$ cat src/rtl/sync_down_counter_if.sv
// Control/status bundle for sync_down_counter: the controller (master) drives
// the load/start/stop/tick inputs; the counter (slave) returns count and flags.
interface sync_down_counter_if #(parameter int WIDTH = 4);
  logic             load;
  logic [WIDTH-1:0] load_val;
  logic             start;
  logic             stop;
  logic             en;
  logic             auto_reload;
  logic [WIDTH-1:0] count;
  logic             tc;
  logic             busy;
  logic             done;

  modport master (
    output load, load_val, start, stop, en, auto_reload,
    input  count, tc, busy, done
  );

  modport slave (
    input  load, load_val, start, stop, en, auto_reload,
    output count, tc, busy, done
  );
endinterface

$ cat src/rtl/sync_down_counter.sv
// Programmable synchronous down counter with one-cycle terminal-count pulse,
// one-shot/periodic modes and fully registered outputs.
module sync_down_counter #(
  parameter int WIDTH = 4
) (
  input logic              clk,
  input logic              rst,
  sync_down_counter_if.slave bus
);

  typedef enum logic [1:0] {IDLE, RUN, DONE} state_t;

  state_t           state_q, state_d;
  logic [WIDTH-1:0] count_q, count_d;
  logic [WIDTH-1:0] reload_q, reload_d;
  logic             tc_d;

  // Priority: load > stop (RUN only) > start > count tick.
  always_comb begin
    state_d  = state_q;
    count_d  = count_q;
    reload_d = reload_q;
    tc_d     = 1'b0;
    if (bus.load) begin
      reload_d = bus.load_val;
      count_d  = bus.load_val;
      state_d  = IDLE;
    end else if (bus.stop && state_q == RUN) begin
      state_d = IDLE;
    end else if (bus.start) begin
      count_d = reload_q;
      state_d = RUN;
    end else if (state_q == RUN && bus.en) begin
      if (count_q != '0) begin
        count_d = count_q - WIDTH'(1);
      end else begin
        tc_d = 1'b1;
        if (bus.auto_reload) count_d = reload_q;
        else                 state_d = DONE;
      end
    end
  end

  always_ff @(posedge clk or negedge rst) begin
    if (!rst) begin
      state_q  <= IDLE;
      count_q  <= '0;
      reload_q <= '0;
      bus.tc   <= 1'b0;
      bus.busy <= 1'b0;
      bus.done <= 1'b0;
    end else begin
      state_q  <= state_d;
      count_q  <= count_d;
      reload_q <= reload_d;
      bus.tc   <= tc_d;
      // Flags registered from next state so they line up with state_q.
      bus.busy <= (state_d == RUN);
      bus.done <= (state_d == DONE);
    end
  end

  assign bus.count = count_q;

endmodule

$ cat src/flat_wrapper.sv
// flat-port wrapper written by rule: the top's interface ports become plain ports
module sync_down_counter_flat 
#(
  parameter int WIDTH = 4
)
  (clk, rst, bus_load, bus_load_val, bus_start, bus_stop, bus_en, bus_auto_reload, bus_count, bus_tc, bus_busy, bus_done);
  sync_down_counter_if #(.WIDTH(WIDTH)) bus_i ();
  input logic clk;
  input logic rst;
  input wire logic [$bits(bus_i.load)-1:0] bus_load;
  input wire logic [$bits(bus_i.load_val)-1:0] bus_load_val;
  input wire logic [$bits(bus_i.start)-1:0] bus_start;
  input wire logic [$bits(bus_i.stop)-1:0] bus_stop;
  input wire logic [$bits(bus_i.en)-1:0] bus_en;
  input wire logic [$bits(bus_i.auto_reload)-1:0] bus_auto_reload;
  output wire logic [$bits(bus_i.count)-1:0] bus_count;
  output wire logic [$bits(bus_i.tc)-1:0] bus_tc;
  output wire logic [$bits(bus_i.busy)-1:0] bus_busy;
  output wire logic [$bits(bus_i.done)-1:0] bus_done;
  assign bus_i.load = bus_load;
  assign bus_i.load_val = bus_load_val;
  assign bus_i.start = bus_start;
  assign bus_i.stop = bus_stop;
  assign bus_i.en = bus_en;
  assign bus_i.auto_reload = bus_auto_reload;
  assign bus_count = bus_i.count;
  assign bus_tc = bus_i.tc;
  assign bus_busy = bus_i.busy;
  assign bus_done = bus_i.done;
  sync_down_counter #(.WIDTH(WIDTH)) u_core (.clk(clk), .rst(rst), .bus(bus_i));
endmodule
$ cat config.mk
export PLATFORM = sky130hd
export DESIGN_NAME = sync_down_counter_flat
export DESIGN_NICKNAME = d
export VERILOG_FILES = /design/src/rtl/sync_down_counter_if.sv /design/src/rtl/sync_down_counter.sv /design/src/flat_wrapper.sv
export SDC_FILE = /design/constraint.sdc
export NUM_CORES = 1
export LEC_CHECK = 0
export BUFFER_PORTS_ARGS = -buffer_cell sky130_fd_sc_hd__buf_4
export CORE_MARGIN = 2
export CORE_UTILIZATION = 45
export CTS_BUF_LIST = sky130_fd_sc_hd__clkbuf_8 sky130_fd_sc_hd__clkbuf_16
export CTS_CLUSTER_SIZE = 40
export DETAILED_ROUTE_END_ITERATION = 8
export PLACE_DENSITY_LB_ADDON = 0.12
export SLEW_MARGIN = 20
export SYNTH_ARGS = -nofsm -noshare
export SYNTH_HDL_FRONTEND = slang
export SYNTH_SLANG_ARGS = --single-unit
$ cat constraint.sdc
create_clock -name clk -period 1.73 [get_ports clk]
set_input_delay 0.2595 -clock clk [delete_from_list [all_inputs] [get_ports clk]]
set_output_delay 0.2595 -clock clk [all_outputs]
set_load 0.02 [all_outputs]
; Word-level counts from Yosys, hierarchy flattened
; Cells that the tools add are included.
[totals]
register_bits = 13
in_bits = 11
output_inout_bits = 7
[classes]
add_sub_neg = 1
eq_ne = 4
mux = 17
n_reduce_logical = 6
[op_table]
columns = operator, count
row1 = 4-bit 2-to-1 mux, 6
row2 = 2-bit 2-to-1 mux, 6
row3 = 4-bit nonzero test, 2
row4 = 1-bit 2-to-1 mux, 5
row5 = 2-bit by 1-bit equality test with 1-bit output (second input constant), 2
row6 = 4-bit by 1-bit subtractor with 4-bit output (second input constant), 1
row7 = 3-bit AND reduction, 1
row8 = 3-bit nonzero test, 1
row9 = 2-bit equality test (second input constant), 1
row10 = 1-bit logical AND, 2
row11 = 2-bit != test (second input constant), 1

; Depth between registers and ports, before layout
[depth]
word_depth = 7
depth_mapped = 6
depth_no_buf = 6

; Least setup slack after synthesis
; OpenSTA, ideal clock, no wires.
[synth_path]
path_kind = reg-to-reg
start = reg u_core.count_q[0], in the netlist u_core.bus.count[0]
end = reg u_core.count_q[2], in the netlist u_core.bus.count[2]
arrival_time_ps = 1743
slack_ps = -145
path_stages_with_launch = 7
cell_sequence = dfrtp_1 -> inv_1 -> ha_1 -> or4b_4 -> a31o_1 -> a211oi_1 -> a311oi_1
[synth_via]
elab_chain_len = 6
word_cells_on_any_way = 9
classes_between = 1 x add/sub / 5 x mux / 3 x reduce/logical
[synth_rtl]
columns = element, line
row1 = "start, declared", sync_down_counter.sv:14  ; logic [WIDTH-1:0] count_q, count_d;
row2 = "start signal, assigned", sync_down_counter.sv:54  ; count_q <= count_d;
row3 = 4-bit by 1-bit subtractor with 4-bit output or 4-bit nonzero test (tied branches), "sync_down_counter.sv:35, sync_down_counter.sv:34"
row4 = 4-bit 2-to-1 mux, sync_down_counter.sv:34  ; if (count_q != '0) begin
row5 = 4-bit 2-to-1 mux, sync_down_counter.sv:33  ; end else if (state_q == RUN && bus.en) begin
row6 = 4-bit 2-to-1 mux, sync_down_counter.sv:30  ; end else if (bus.start) begin
row7 = 4-bit 2-to-1 mux, sync_down_counter.sv:28  ; end else if (bus.stop && state_q == RUN) begin
row8 = 4-bit 2-to-1 mux, sync_down_counter.sv:24  ; if (bus.load) begin
; Several ways; a longest one is shown, not always the timed one. The select of a mux whose other input is x is not followed.
; A chain may end at the register's enable or synchronous reset.

; Worst setup path in the final report
; Same ends and word-level chain as after synthesis.

==> results.toml <==
[yosys]
synth_nets = 89
synth_top_area_cell = "dfrtp_1"
ys_warn_count = 0
async_flop_share_pct = 100
synth_edf_count = 0
ys_top_cells_by_area = "dfrtp_1, nand2_1, o21ai_0, inv_1, nor2_1"
synth_cell_types = 35
synth_top_area_share_pct = 44.4
ys_seq_elements = 13
synth-seq-area-share_pct = 44.4
syn_avg_cell_area_um2 = 9.51
syn_inst = 77
synth_area_um2 = 732
ys.flop_type = "dfrtp_1"

[clock_network]
clockBufferDepth = 2
clock_sinks = 13
root_buffer = "clkbuf_8"
numCtsBuffers = 3
cts.htree.levels = 1
cts_tree = "built"
clk_latency_ns = 0.24
clkTransAtPathRegs_ns = 0.06

[worst_setup_path]
crit_chain = "inv_2 -> ha_4 -> or4b_4 -> a31o_1 -> a211oi_2 -> a311oi_1"
path_class = "reg -> reg"
cp.arrival_ns = 1.85
path_buf_inv = 1
startpoint_type = "flip-flop"
critPathSlowestCell = "or4b_4"
crit_fanout = 4
cp.required_ns = 1.84
critPathCaptureType = "flip-flop"
max_stage_delay_ns = 0.46
crit_family = "compound AO/OA/AOI/OAI gates"

[detailed_routing]
ant_nets = 0
route.detailed.drc = 0
wire_per_inst_um = 14.9
drt_iter0_drc = 6
firstDrtPassIters = 4
wl_um = 1790
vias = 691
avgViaCountPerCell = 5.76

[power]
finalPower_uw = 870
vdd_drop_max_v = 0.000607
leakagePower_uw = 0.000487
powerDensity_mw_per_mm2 = 861

[run_status]
outcome = "finished, violations left"
violations = "negative setup slack"

[timing]
layout_setup_ws_ns = -0.00578
worstMarginPinSlew_ns = 0.317
fin_crit_ns = 1.74
slew_headroom_pct = 78.6
rsz0062_at_grt = "true"
setup_viol = 1
skew_ns = 0.00335
hold_viol_final = 0
slew_viol_final = 0
fmax_ghz = 0.576
min_period_over_period_pct = 100

[final_layout]
final_nets = 117
antennaDiodeCount = 0
stdcell_area_mm2 = 0.00101
syn2layout_area_growth_pct = 38.1
layout-drive-gt1-share_pct = 38.5
utilization_pct = 66.3

[floorplanning]
die_y_um = 44.3
start_util_pct = 48.0
io_pins = 18
die_w_um = 44.3
die_area_mm2 = 0.00197
rows = 14
coreArea_mm2 = 0.00152

[global_route]
grt_max_degree = 16
grt.met3_usage_pct = 3.67
grtUsageTotal_pct = 19.8
grt_pass1_wl_um = 2750
top_usage_layer = "met2"
antenna_found_initial = 0
grtUsageMet1_pct = 25.4
grt_remaining_overflow = 0
globalRouteMet2Util_pct = 33.2
grt_pass1_vias = 605

[placed_design]
dpl_cell_area_um2 = 941
portBuffers = 17
hpwlAfterDp_um = 1270
dp_slack_ns = 0.00450
place.gp.congestion = 0.802

[flow_run]
drv_cap = 0

[hold_path]
hold_class = "in -> reg"
[cells in the mapped netlist, types with 2 or more instances]
master and n:
inv_1 5, a21o_1 2, nor2_1 5, a41oi_1 2, o31ai_1 2, a21oi_1 3, o21ai_0 4, clkbuf_1 3
dfrtp_1 13, nand4b_1 2, o21a_1 2, and2_1 2, nor2b_1 2, nand2_1 9
[metrics by stage]
stage | hold slack, ns | instances | TNS [ns]
2_1_floorplan | -0.0361 | 77 | 0
3_3_place_gp | 0.113 | 114 | 0
3_5_place_dp | 0.116 | 114 | 0
4_1_cts | 0.214 | 119 | -0.0383
5_1_grt | 0.212 | 120 | -0.144
6_report | 0.210 | 120 | -0.00578
[layer usage]
layer / wire, um / part of all wire, %
met1: 785 / 44
met2: 893 / 50
met3: 95 / 5.3
met4: 19 / 1.1
met5: 0 / 0
[worst paths after layout]
| check | from | end | slack (ns) | cells after the start |
|---|---|---|---|---|
| max in group asynchronous | rst | u_core.bus.count[1]$_DFFE_PN0P_ | 1.14 | 2 |
| hold / removal | bus_stop | u_core.bus.tc$_DFF_PN0_ | 0.21 | 2 |
| hold reg to reg | u_core.reload_q[3]$_DFFE_PN0P_ | u_core.reload_q[3]$_DFFE_PN0P_ | 0.47 | 1 |
| min in group asynchronous | rst | u_core.bus.busy$_DFF_PN0_ | 0.40 | 2 |
| setup / recovery | u_core.bus.count[0]$_DFFE_PN0P_ | u_core.bus.count[2]$_DFFE_PN0P_ | -0.006 | 6 |
| setup reg to reg | u_core.bus.count[0]$_DFFE_PN0P_ | u_core.bus.count[2]$_DFFE_PN0P_ | -0.006 | 6 |
[registers in the layout, summed over array words and instances, names as in the netlist]
signal / cells
u_core.bus.count: 4
u_core.reload_q: 4
u_core.state_q: 2
u_core.bus.busy: 1
u_core.bus.done: 1
u_core.bus.tc: 1
[placed cells by master, fill, tap and decap left out, drive strengths merged, types with 2 or more instances in the layout]
| master | instances |
|---|---|
| o31ai | 2 |
| dfrtp | 13 |
| o21a | 2 |
| o21ai | 4 |
| buf | 25 |
| a31o | 2 |
| nor2b | 2 |
| nand4b | 2 |
| clkbuf | 3 |
| nand2 | 9 |
| inv | 6 |
| o311ai | 2 |
| nor2 | 5 |
| a41oi | 2 |
| a21oi | 3 |
| a21o | 2 |
| and2 | 2 |
| nor3b | 2 |
[where the power goes]
part / internal, uW / switching (uW) / total [uW] / leakage (uW)
Combinational: 128 / 129 / 257 / 0.000298
Clock: 157 / 112 / 268 / 0.0000269
Sequential: 330 / 14.7 / 345 / 0.000162
[repair_timing]
item	4_1_cts	5_1_grt
setup endpoints to repair	1	4
pin swaps	0	1
hold buffers	1	0
setup buffers	0	1
resized for setup	0	1
endpoints found under the hold margin	13	0
[final cells by class]
cell class	instances	area [um^2]
Clock buffer	3	41.3
Clock inverter	1	3.75
Fill cell	130	513
Inverter	5	18.8
Multi-Input combinational cell	56	402
Sequential cell	13	328
Tap cell	16	20.0
Timing Repair Buffer	26	198
[cells by family after synthesis]
| logic type | share of synthesized area [%] |
|---|---|
| buffers and inverters | 4.10 |
| adders and majority gates | 1.71 |
| AOI/OAI and AO/OA | 27.9 |
| DFF | 44.4 |
| and+or+nand+nor | 21.9 |
(Power assumes the default switching activity.)
